$ cat src/rtl/ysyx_23060184_mem_arbiter_pkg.sv
// Shared types and constants for the IFU/LSU memory arbiter.
// The arbiter FSM states and the one-hot grant encodings are declared here.
package ysyx_23060184_mem_arbiter_pkg;

  localparam int DEF_ADDR_WIDTH = 32;
  localparam int DEF_DATA_WIDTH = 32;

  typedef enum logic [1:0] {
    ARB_IDLE  = 2'd0,
    ARB_ISSUE = 2'd1,
    ARB_RESP  = 2'd2
  } arb_state_t;

  // Grant is one-hot {lsu, ifu}; all-zero means no owner.
  localparam logic [1:0] GNT_NONE = 2'b00;
  localparam logic [1:0] GNT_IFU  = 2'b01;
  localparam logic [1:0] GNT_LSU  = 2'b10;

endpackage

$ cat src/rtl/ysyx_23060184_mem_arbiter_pick.sv
// Combinational 2-way picker: req[1] = LSU, req[0] = IFU, returns a one-hot pick.
// YSYX_23060184_ARB_RR_EN selects round-robin on ties (last_owner: 1 = LSU last);
// otherwise LSU always beats IFU and last_owner is ignored.
module ysyx_23060184_arb_pick
  import ysyx_23060184_mem_arbiter_pkg::*;
(
  input  logic [1:0] req,
  input  logic       last_owner,
  output logic [1:0] pick
);

`ifdef YSYX_23060184_ARB_RR_EN
  // On a tie, hand the port to whoever did not own the last completed transaction.
  always_comb begin
    pick = GNT_NONE;
    if (req == 2'b11) pick = last_owner ? GNT_IFU : GNT_LSU;
    else              pick = req;
  end
`else
  logic unused_last_owner;
  assign unused_last_owner = last_owner;

  // Fixed priority: LSU first, IFU only when LSU is not asking.
  always_comb begin
    pick = GNT_NONE;
    if (req[1])      pick = GNT_LSU;
    else if (req[0]) pick = GNT_IFU;
  end
`endif

endmodule

$ cat src/rtl/ysyx_23060184_mem_arbiter.sv
// Shares one memory port between the IFU (read-only) and the LSU, one transaction
// at a time: arbitrate (IDLE) -> issue request (ISSUE) -> wait for response (RESP).
// Optional feature macro: YSYX_23060184_ARB_RR_EN enables round-robin tie breaking.
module ysyx_23060184_mem_arbiter
  import ysyx_23060184_mem_arbiter_pkg::*;
#(
  parameter int ADDR_WIDTH = DEF_ADDR_WIDTH,
  parameter int DATA_WIDTH = DEF_DATA_WIDTH
) (
  input  logic                    clk,
  input  logic                    rstn,
  input  logic                    ifu_req_valid,
  output logic                    ifu_req_ready,
  input  logic [ADDR_WIDTH-1:0]   ifu_addr,
  output logic                    ifu_resp_valid,
  input  logic                    ifu_resp_ready,
  output logic [DATA_WIDTH-1:0]   ifu_rdata,
  input  logic                    lsu_req_valid,
  output logic                    lsu_req_ready,
  input  logic [ADDR_WIDTH-1:0]   lsu_addr,
  input  logic                    lsu_wen,
  input  logic [DATA_WIDTH-1:0]   lsu_wdata,
  input  logic [DATA_WIDTH/8-1:0] lsu_wmask,
  output logic                    lsu_resp_valid,
  input  logic                    lsu_resp_ready,
  output logic [DATA_WIDTH-1:0]   lsu_rdata,
  output logic                    mem_req_valid,
  input  logic                    mem_req_ready,
  output logic [ADDR_WIDTH-1:0]   mem_addr,
  output logic                    mem_wen,
  output logic [DATA_WIDTH-1:0]   mem_wdata,
  output logic [DATA_WIDTH/8-1:0] mem_wmask,
  input  logic                    mem_resp_valid,
  output logic                    mem_resp_ready,
  input  logic [DATA_WIDTH-1:0]   mem_rdata,
  output logic [1:0]              grant
);

  arb_state_t state;
  logic [1:0] pick;
  logic       last_owner;
  logic       owner_lsu;
  logic       owner_req_valid;
  logic       owner_resp_ready;
  logic       in_issue;
  logic       in_resp;

`ifndef YSYX_23060184_ARB_RR_EN
  assign last_owner = 1'b0;
`endif

  ysyx_23060184_arb_pick u_pick (
    .req        ({lsu_req_valid, ifu_req_valid}),
    .last_owner (last_owner),
    .pick       (pick)
  );

  assign owner_lsu        = grant[1];
  assign owner_req_valid  = owner_lsu ? lsu_req_valid  : ifu_req_valid;
  assign owner_resp_ready = owner_lsu ? lsu_resp_ready : ifu_resp_ready;

  // Handshake outputs are gated by rstn so a response in flight during reset is dropped.
  assign in_issue = rstn && (state == ARB_ISSUE);
  assign in_resp  = rstn && (state == ARB_RESP);

  // Arbiter FSM with registered grant; every transaction returns to IDLE (1-cycle bubble).
  always_ff @(posedge clk) begin
    if (!rstn) begin
      state <= ARB_IDLE;
      grant <= GNT_NONE;
`ifdef YSYX_23060184_ARB_RR_EN
      last_owner <= 1'b0;
`endif
    end else begin
      case (state)
        ARB_IDLE: begin
          if (ifu_req_valid || lsu_req_valid) begin
            state <= ARB_ISSUE;
            grant <= pick;
          end
        end
        ARB_ISSUE: begin
          if (mem_req_valid && mem_req_ready) begin
            state <= ARB_RESP;
          end else if (!owner_req_valid) begin
            // Owner withdrew before the memory took the request: abort, no access.
            state <= ARB_IDLE;
            grant <= GNT_NONE;
          end
        end
        ARB_RESP: begin
          if (mem_resp_valid && mem_resp_ready) begin
            state <= ARB_IDLE;
            grant <= GNT_NONE;
`ifdef YSYX_23060184_ARB_RR_EN
            last_owner <= owner_lsu;
`endif
          end
        end
        default: begin
          state <= ARB_IDLE;
          grant <= GNT_NONE;
        end
      endcase
    end
  end

  // Request-side routing: the owner's payload goes to memory, memory's ready goes to the owner.
  always_comb begin
    mem_req_valid = in_issue && owner_req_valid;
    ifu_req_ready = in_issue && grant[0] && mem_req_ready;
    lsu_req_ready = in_issue && grant[1] && mem_req_ready;
    mem_addr      = owner_lsu ? lsu_addr : ifu_addr;
    mem_wen       = owner_lsu && lsu_wen;
    mem_wdata     = owner_lsu ? lsu_wdata : '0;
    mem_wmask     = owner_lsu ? lsu_wmask : '0;
  end

  // Response-side routing: only the owner sees the response while in RESP.
  always_comb begin
    mem_resp_ready = in_resp && owner_resp_ready;
    ifu_resp_valid = in_resp && grant[0] && mem_resp_valid;
    lsu_resp_valid = in_resp && grant[1] && mem_resp_valid;
    ifu_rdata      = mem_rdata;
    lsu_rdata      = mem_rdata;
  end

endmodule

$ cat config.mk
export PLATFORM = sky130hd
export DESIGN_NAME = ysyx_23060184_mem_arbiter
export DESIGN_NICKNAME = d
export VERILOG_FILES = /design/src/rtl/ysyx_23060184_mem_arbiter_pkg.sv /design/src/rtl/ysyx_23060184_mem_arbiter_pick.sv /design/src/rtl/ysyx_23060184_mem_arbiter.sv
export SDC_FILE = /design/constraint.sdc
export NUM_CORES = 1
export LEC_CHECK = 0
export CORE_AREA = 2 2 108 110
export CTS_CLUSTER_DIAMETER = 30
export DETAILED_ROUTE_END_ITERATION = 12
export DIE_AREA = 0 0 110 112
export PLACE_DENSITY = 0.65
export SYNTH_ARGS = -nofsm -noshare
export SYNTH_HDL_FRONTEND = slang
export SYNTH_HIERARCHICAL = 1
export SYNTH_SLANG_ARGS = --single-unit
$ cat constraint.sdc
create_clock -name clk -period 3.8 [get_ports clk]
set_input_delay 1.14 -clock clk [delete_from_list [all_inputs] [get_ports clk]]
set_output_delay 1.14 -clock clk [all_outputs]
set_load 0.02 [all_outputs]
# [Yosys cells after proc, flatten, opt, wreduce, memory -nomap -nowiden]
# Cells that the tools add are included.
[totals] reg_bits=4 input_bits=141
[classes] n_eq_ne=7 mux=15 reduce_logical=19
[ops] cell="two-way mux 32 bit" count=2
[ops] cell="logical AND 1 bit" count=15
[ops] cell="two-way mux 2 bit" count=7
[ops] cell="case mux 2 bit (3 select lines)" count=2
[ops] cell="inequality test 2 bit (second input constant)" count=3
[ops] cell="two-way mux 4 bit" count=1
[ops] cell="AND reduction 4 bit" count=1
[ops] cell="two-way mux 1 bit" count=3
[ops] cell="inequality test 3 x 2 -> 1 bit (second input constant)" count=1
[ops] cell="AND reduction 3 bit" count=1
[ops] cell="equality test 2 x 1 -> 1 bit (second input constant)" count=1
[ops] cell="equality test 2 bit (second input constant)" count=1
[ops] cell="logical NOT 2 bit" count=1
[ops] cell="inequality test 2 x 1 -> 1 bit (second input constant)" count=1
[ops] cell="logical OR 1 bit" count=1

# [Logic depth before layout (Yosys ltp)]
# Gate-level depths: netlist of the first run.
[logic_depth] depth_word=6 mapped_depth=4 mapped_depth_nobuf=3

# [Modules after synthesis]
# Netlist of the first run, hierarchy kept.
[by_module_without_submodules] mod="ysyx_23060184_mem_arbiter" instances=1 cells_per_inst=178 area_each_um2=1412.6 seq_area_each_um2=80.1
[by_module_without_submodules] mod="ysyx_23060184_arb_pick" instances=1 cells_per_inst=2 area_each_um2=21.3 seq_area_each_um2=0.0

# [Worst setup path before layout of the first run]
# OpenSTA, ideal clock, no wires.
[synth_timing] kind="input port to output port" start="input port rstn" end="output port lsu_resp_valid" arrival_ns=1.904 required_ns=2.660 path_slack_ns=0.756 cell_stages=2 path_buffers=0 cell_sequence="inv_1 -> nor4_1"
[synth_between] elab_chain_cells=3
[synth_lines] element="from (decl)" line_no="ysyx_23060184_mem_arbiter.sv:11" text="input logic rstn,"
[synth_lines] element="logical AND 1 bit" line_no="ysyx_23060184_mem_arbiter.sv:64" text="assign in_resp = rstn && (state == ARB_RESP);"
[synth_lines] element="logical AND 1 bit (2 in series)" line_no="ysyx_23060184_mem_arbiter.sv:123" text="lsu_resp_valid = in_resp && grant[1] && mem_resp_valid;"
[synth_lines] element="to (decl)" line_no="ysyx_23060184_mem_arbiter.sv:24" text="output logic lsu_resp_valid,"
# No other way between the ends.

# [Worst setup path in the final report of the first run]
[layout_timing] start="input port rstn" end="output port mem_resp_ready"
[layout_between] elab_chain_cells=2
[layout_lines] element="logical AND 1 bit" line_no="ysyx_23060184_mem_arbiter.sv:64"
[layout_lines] element="logical AND 1 bit" line_no="ysyx_23060184_mem_arbiter.sv:121" text="mem_resp_ready = in_resp && owner_resp_ready;"
[layout_lines] element="to (decl)" line_no="ysyx_23060184_mem_arbiter.sv:34" text="output logic mem_resp_ready,"
# No other way between the ends.

==> results_dict.tcl, run 1 <==
set metrics [dict create \
    status "finished, final reports clean" \
    power_mw 0.582 \
    start_util 0.128 \
    core_area_um2 11200 \
    peakVddDrop_mv 0.0917 \
    top_usage_layer "met2" \
    min_period_over_period 0.986 \
    drt_iter0_markers 59 \
    timing.rr.start "grant[1]$_SDFFE_PN0P_" \
    slew_violations 0 \
    slowest_delay_ns 0.64 \
    vias 1635 \
    grt_pass1_vias 1690 \
    grt_util_met3 0.0386 \
    finalHoldViolCount 0 \
    finalNetCount 442 \
    slew_headroom 0.762 \
    clk_latency_ns 0.22 \
    cts_buffer_depth 2 \
    design_area_um2 3060 \
    dp_hpwl_um 5630 \
    yosys_warnings 6 \
    area_delta_synth_final_pct 114 \
    layout_min_cycle_time_ns 3.75 \
    syn-cell-area_um2 1430 \
    p_leak_nw 1.13 \
    use_met2 0.174 \
    antenna_found_initial 0 \
    required_ns 2.66 \
    hold_path_class "reg -> reg" \
    postCtsSetupBuffers 0 \
    gp_congestion 0.782 \
    critPathCaptureType "primary output" \
    layout_commonest_cell "clkdlybuf4s50_1" \
    routed_wl_um 6610 \
    ioPinCount 282 \
    drv_cap 0 \
    postRouteAntennaNets 0 \
    dieHeight_um 112 \
    die-area_um2 12300 \
    num_antenna_cells 0 \
    viasPerCell 3.70 \
    mostFrequentLayoutCells "clkdlybuf4s50_1, and2_1, mux2_2" \
    rsz0062_at_grt "no" \
    clock-sinks 4 \
    grt_pass1_wl_um 9090 \
    r2r_cells 4 \
    numCtsBuffers 3 \
    tightest_slew_ns 0.356 \
    syn_nets 320 \
    max_freq_ghz 0.267 \
    io_buffer_count 185 \
    wl_per_cell_um 15.0 \
    clk_pin_slew_worst_paths_ns 0.03 \
    hold_ws_ns 0.577 \
    drive_gt1_frac 0.157 \
    clock-root-buffer "clkbuf_16" \
    netlist_instances 179 \
    setup_slack_ns 0.0544 \
    die_w_um 110 \
    firstDrtPassIters 4 \
    cp_slowest_cell "clkdlybuf4s50_1" \
    totalNegativeSetupSlack_ns 0 \
    htree_levels 1 \
    place_ws_ns -0.00672 \
    cts_hold_buf 0 \
    drc_errors 0 \
    holdPathStages 2 \
    power-per-cell-area_nw_per_um2 190 \
    tritoncts "done" \
    setup_viol 0 \
    grt_usage 0.0960 \
    startpoint "rstn" \
    skew_ns 0.000773 \
    syn_avg_cell_area_um2 7.99 \
    place_area_um2 2980 \
    use_met1 0.104 \
    worstHoldStart "state[1]$_SDFFE_PN0P_" \
    crit_fanout 4 \
    cp.arrival_ns 2.61 \
    grt-ovfl-total 0 \
    startpoint_type "primary input" \
    grt_max_degree 63 \
    num_rows 39 \
    worstSetupPathType "in -> out" \
    cp_cell_sequence "clkdlybuf4s50_1 -> inv_1 -> nor4_1 -> clkdlybuf4s50_1" \
    crit_path_frequent_cell "clkdlybuf4s50_1" \
]
==> critical path: cells and delay by family <==
kind | cells | cell delay, ns
buf+inv | 3 | 1.25
simple gates | 1 | 0.21
==> power breakdown <==
part / switching, mW / internal (mW) / total [mW] / leakage [nW]
clock network: 0.0287 / 0.134 / 0.163 / 0.0370
registers: 0.00667 / 0.0455 / 0.0522 / 0.0332
logic: 0.141 / 0.226 / 0.367 / 1.06
total: 0.176 / 0.405 / 0.582 / 1.13
==> through the flow <==
step	std cells	util
3_5_place_dp	439	0.267
2_1_floorplan	179	-
3_3_place_gp	439	0.267
5_1_grt	442	0.274
6_report	442	0.274
4_1_cts	442	0.274
==> layer usage <==
metal	wire length, µm	up-vias
met2	3230	109
met3	897	19
li1	-	765
met4	63	0
met5	0	-
met1	2420	742
==> layout make-up <==
class	instances	area, µm²
Fill cell	1199	8120
Timing Repair Buffer	190	1900
Multi-Input combinational cell	97	802
Tap cell	143	179
Sequential cell	4	81.3
Clock buffer	3	75.1
Inverter	5	18.8
==> worst paths after layout <==
kind	end	slack [ns]
max	mem_resp_ready	0.05
min	state[1]$_SDFFE_PN0P_	0.58
max reg2reg	grant[1]$_SDFFE_PN0P_	2.39
min reg2reg	state[1]$_SDFFE_PN0P_	0.58
==> flip-flops by register name, indices dropped and copies added (netlist names) <==
name / flops
grant: 2
state: 2
==> timing repair <==
item                       CTS  global route
setup endpoints to repair    1             1
gates cloned                 0             0
resized for setup            1             1
Power figures use the tool's default switching activity.
==> run 2: changes to the inputs <==
Settings changed: SKIP_CTS_REPAIR_TIMING set to 1, SLEW_MARGIN set to 15.
==> results_dict.tcl, run 2 (synthesis gave the netlist of run 1 again) <==
set metrics [dict create \
    layout_commonest_cell "clkdlybuf4s50_1" \
    finalNetCount 442 \
    htree_levels 1 \
    wl_per_cell_um 15.0 \
    gp_congestion 0.782 \
    finalHoldViolCount 0 \
    die_w_um 110 \
    placed_cells 439 \
    area_delta_synth_final_pct 114 \
    dp_hpwl_um 5630 \
    required_ns 2.66 \
    holdPathStages 2 \
    clk_pin_slew_worst_paths_ns 0.03 \
    multi_input_area_um2 802 \
    start_util 0.128 \
    p_leak_nw 1.14 \
    min_period_over_period 0.986 \
    num_rows 39 \
    ff_latch_area_um2 81.3 \
    crit_path_frequent_cell "clkdlybuf4s50_1" \
    rsz0062_at_grt "no" \
    io_buffer_count 185 \
    ioPinCount 282 \
    vias 1628 \
    setup_slack_ns 0.0535 \
    firstDrtPassIters 4 \
    startpoint_type "primary input" \
    cts_buffer_depth 2 \
    largest_registers "grant: 2 flops, state: 2 flops" \
    max_freq_ghz 0.267 \
    grt_usage 0.0960 \
    grt_max_degree 63 \
    power_mw 0.582 \
    cp_cell_sequence "clkdlybuf4s50_1 -> inv_1 -> nor4_1 -> clkdlybuf4s50_1" \
    clock-sinks 4 \
    tritoncts "done" \
    dieHeight_um 112 \
    cp.arrival_ns 2.61 \
    numCtsBuffers 3 \
    postRouteAntennaNets 0 \
    viasPerCell 3.68 \
    critPathCaptureType "primary output" \
    die-area_um2 12300 \
    clk_latency_ns 0.22 \
    clock-root-buffer "clkbuf_16" \
    tightest_slew_ns 0.356 \
    place_area_um2 2980 \
    final_cells 442 \
    place_ws_ns -0.00672 \
    worstSetupPathType "in -> out" \
    r2r_cells 4 \
    slowest_delay_ns 0.64 \
    slew_violations 0 \
    drive_gt1_frac 0.157 \
    skew_ns 0.000761 \
    peakVddDrop_mv 0.0917 \
    final_util 0.274 \
    antenna_found_initial 0 \
    setup_viol 0 \
    status "finished, final reports clean" \
    mostFrequentLayoutCells "clkdlybuf4s50_1, and2_1, mux2_2" \
    drv_cap 0 \
    grt_pass1_vias 1690 \
    fillers 1201 \
    routed_wl_um 6630 \
    grt_pass1_wl_um 9090 \
    layout_min_cycle_time_ns 3.75 \
    drt_iter0_markers 53 \
    grt-ovfl-total 0 \
    core_area_um2 11200 \
    cp_slowest_cell "clkdlybuf4s50_1" \
    crit_fanout 4 \
    slew_headroom 0.762 \
    design_area_um2 3060 \
    num_antenna_cells 0 \
    hold_path_class "reg -> reg" \
    power-per-cell-area_nw_per_um2 190 \
    drc_errors 0 \
]
-- run 2: power by group --
part	switching (mW)	internal (mW)
registers	0.00663	0.0455
logic	0.141	0.226
clock network	0.0287	0.134
total	0.176	0.405
-- run 2: per-layer routing --
layer  vias up  GRT usage  share of wire
met4         0     0.0169         0.0095
met3        19     0.0386           0.13
li1        766          -              -
met1       738      0.104           0.37
met5         -          0              0
met2       105      0.174           0.49
-- run 2: area by class of cell --
class,count,share of cell area
Clock buffer,3,0.0245
Multi-Input combinational cell,97,0.262
Sequential cell,4,0.0266
Inverter,5,0.00613
Tap cell,143,0.0584
Timing Repair Buffer,190,0.623
-- run 2: worst paths after layout --
kind,slack [ns],start,end
worst max-delay path,0.05,rstn,mem_resp_ready
worst min-delay path,0.58,state[1]$_SDFFE_PN0P_,state[1]$_SDFFE_PN0P_
worst max register to register,2.39,grant[1]$_SDFFE_PN0P_,grant[1]$_SDFFE_PN0P_
worst min register to register,0.58,state[1]$_SDFFE_PN0P_,state[1]$_SDFFE_PN0P_
-- run 2: worst max-delay path, delay by kind of cell --
family                 cells  cell delay, ns
AND/OR/NAND/NOR            1            0.21
buffers and inverters      3            1.25
-- run 2: metrics by stage --
stage	hold slack [ns]	setup TNS, ns
6_report	0.577	0
5_1_grt	0.617	0
4_1_cts	0.573	-0.00306
3_5_place_dp	0.572	-0.00672
3_3_place_gp	0.569	0
2_1_floorplan	0.525	0
==> run 3: changes to the inputs <==
Settings changed: HOLD_SLACK_MARGIN set to 0.05.
==> results of run 3 <==
Final layout, timing and power as in run 2 (identical DEF).
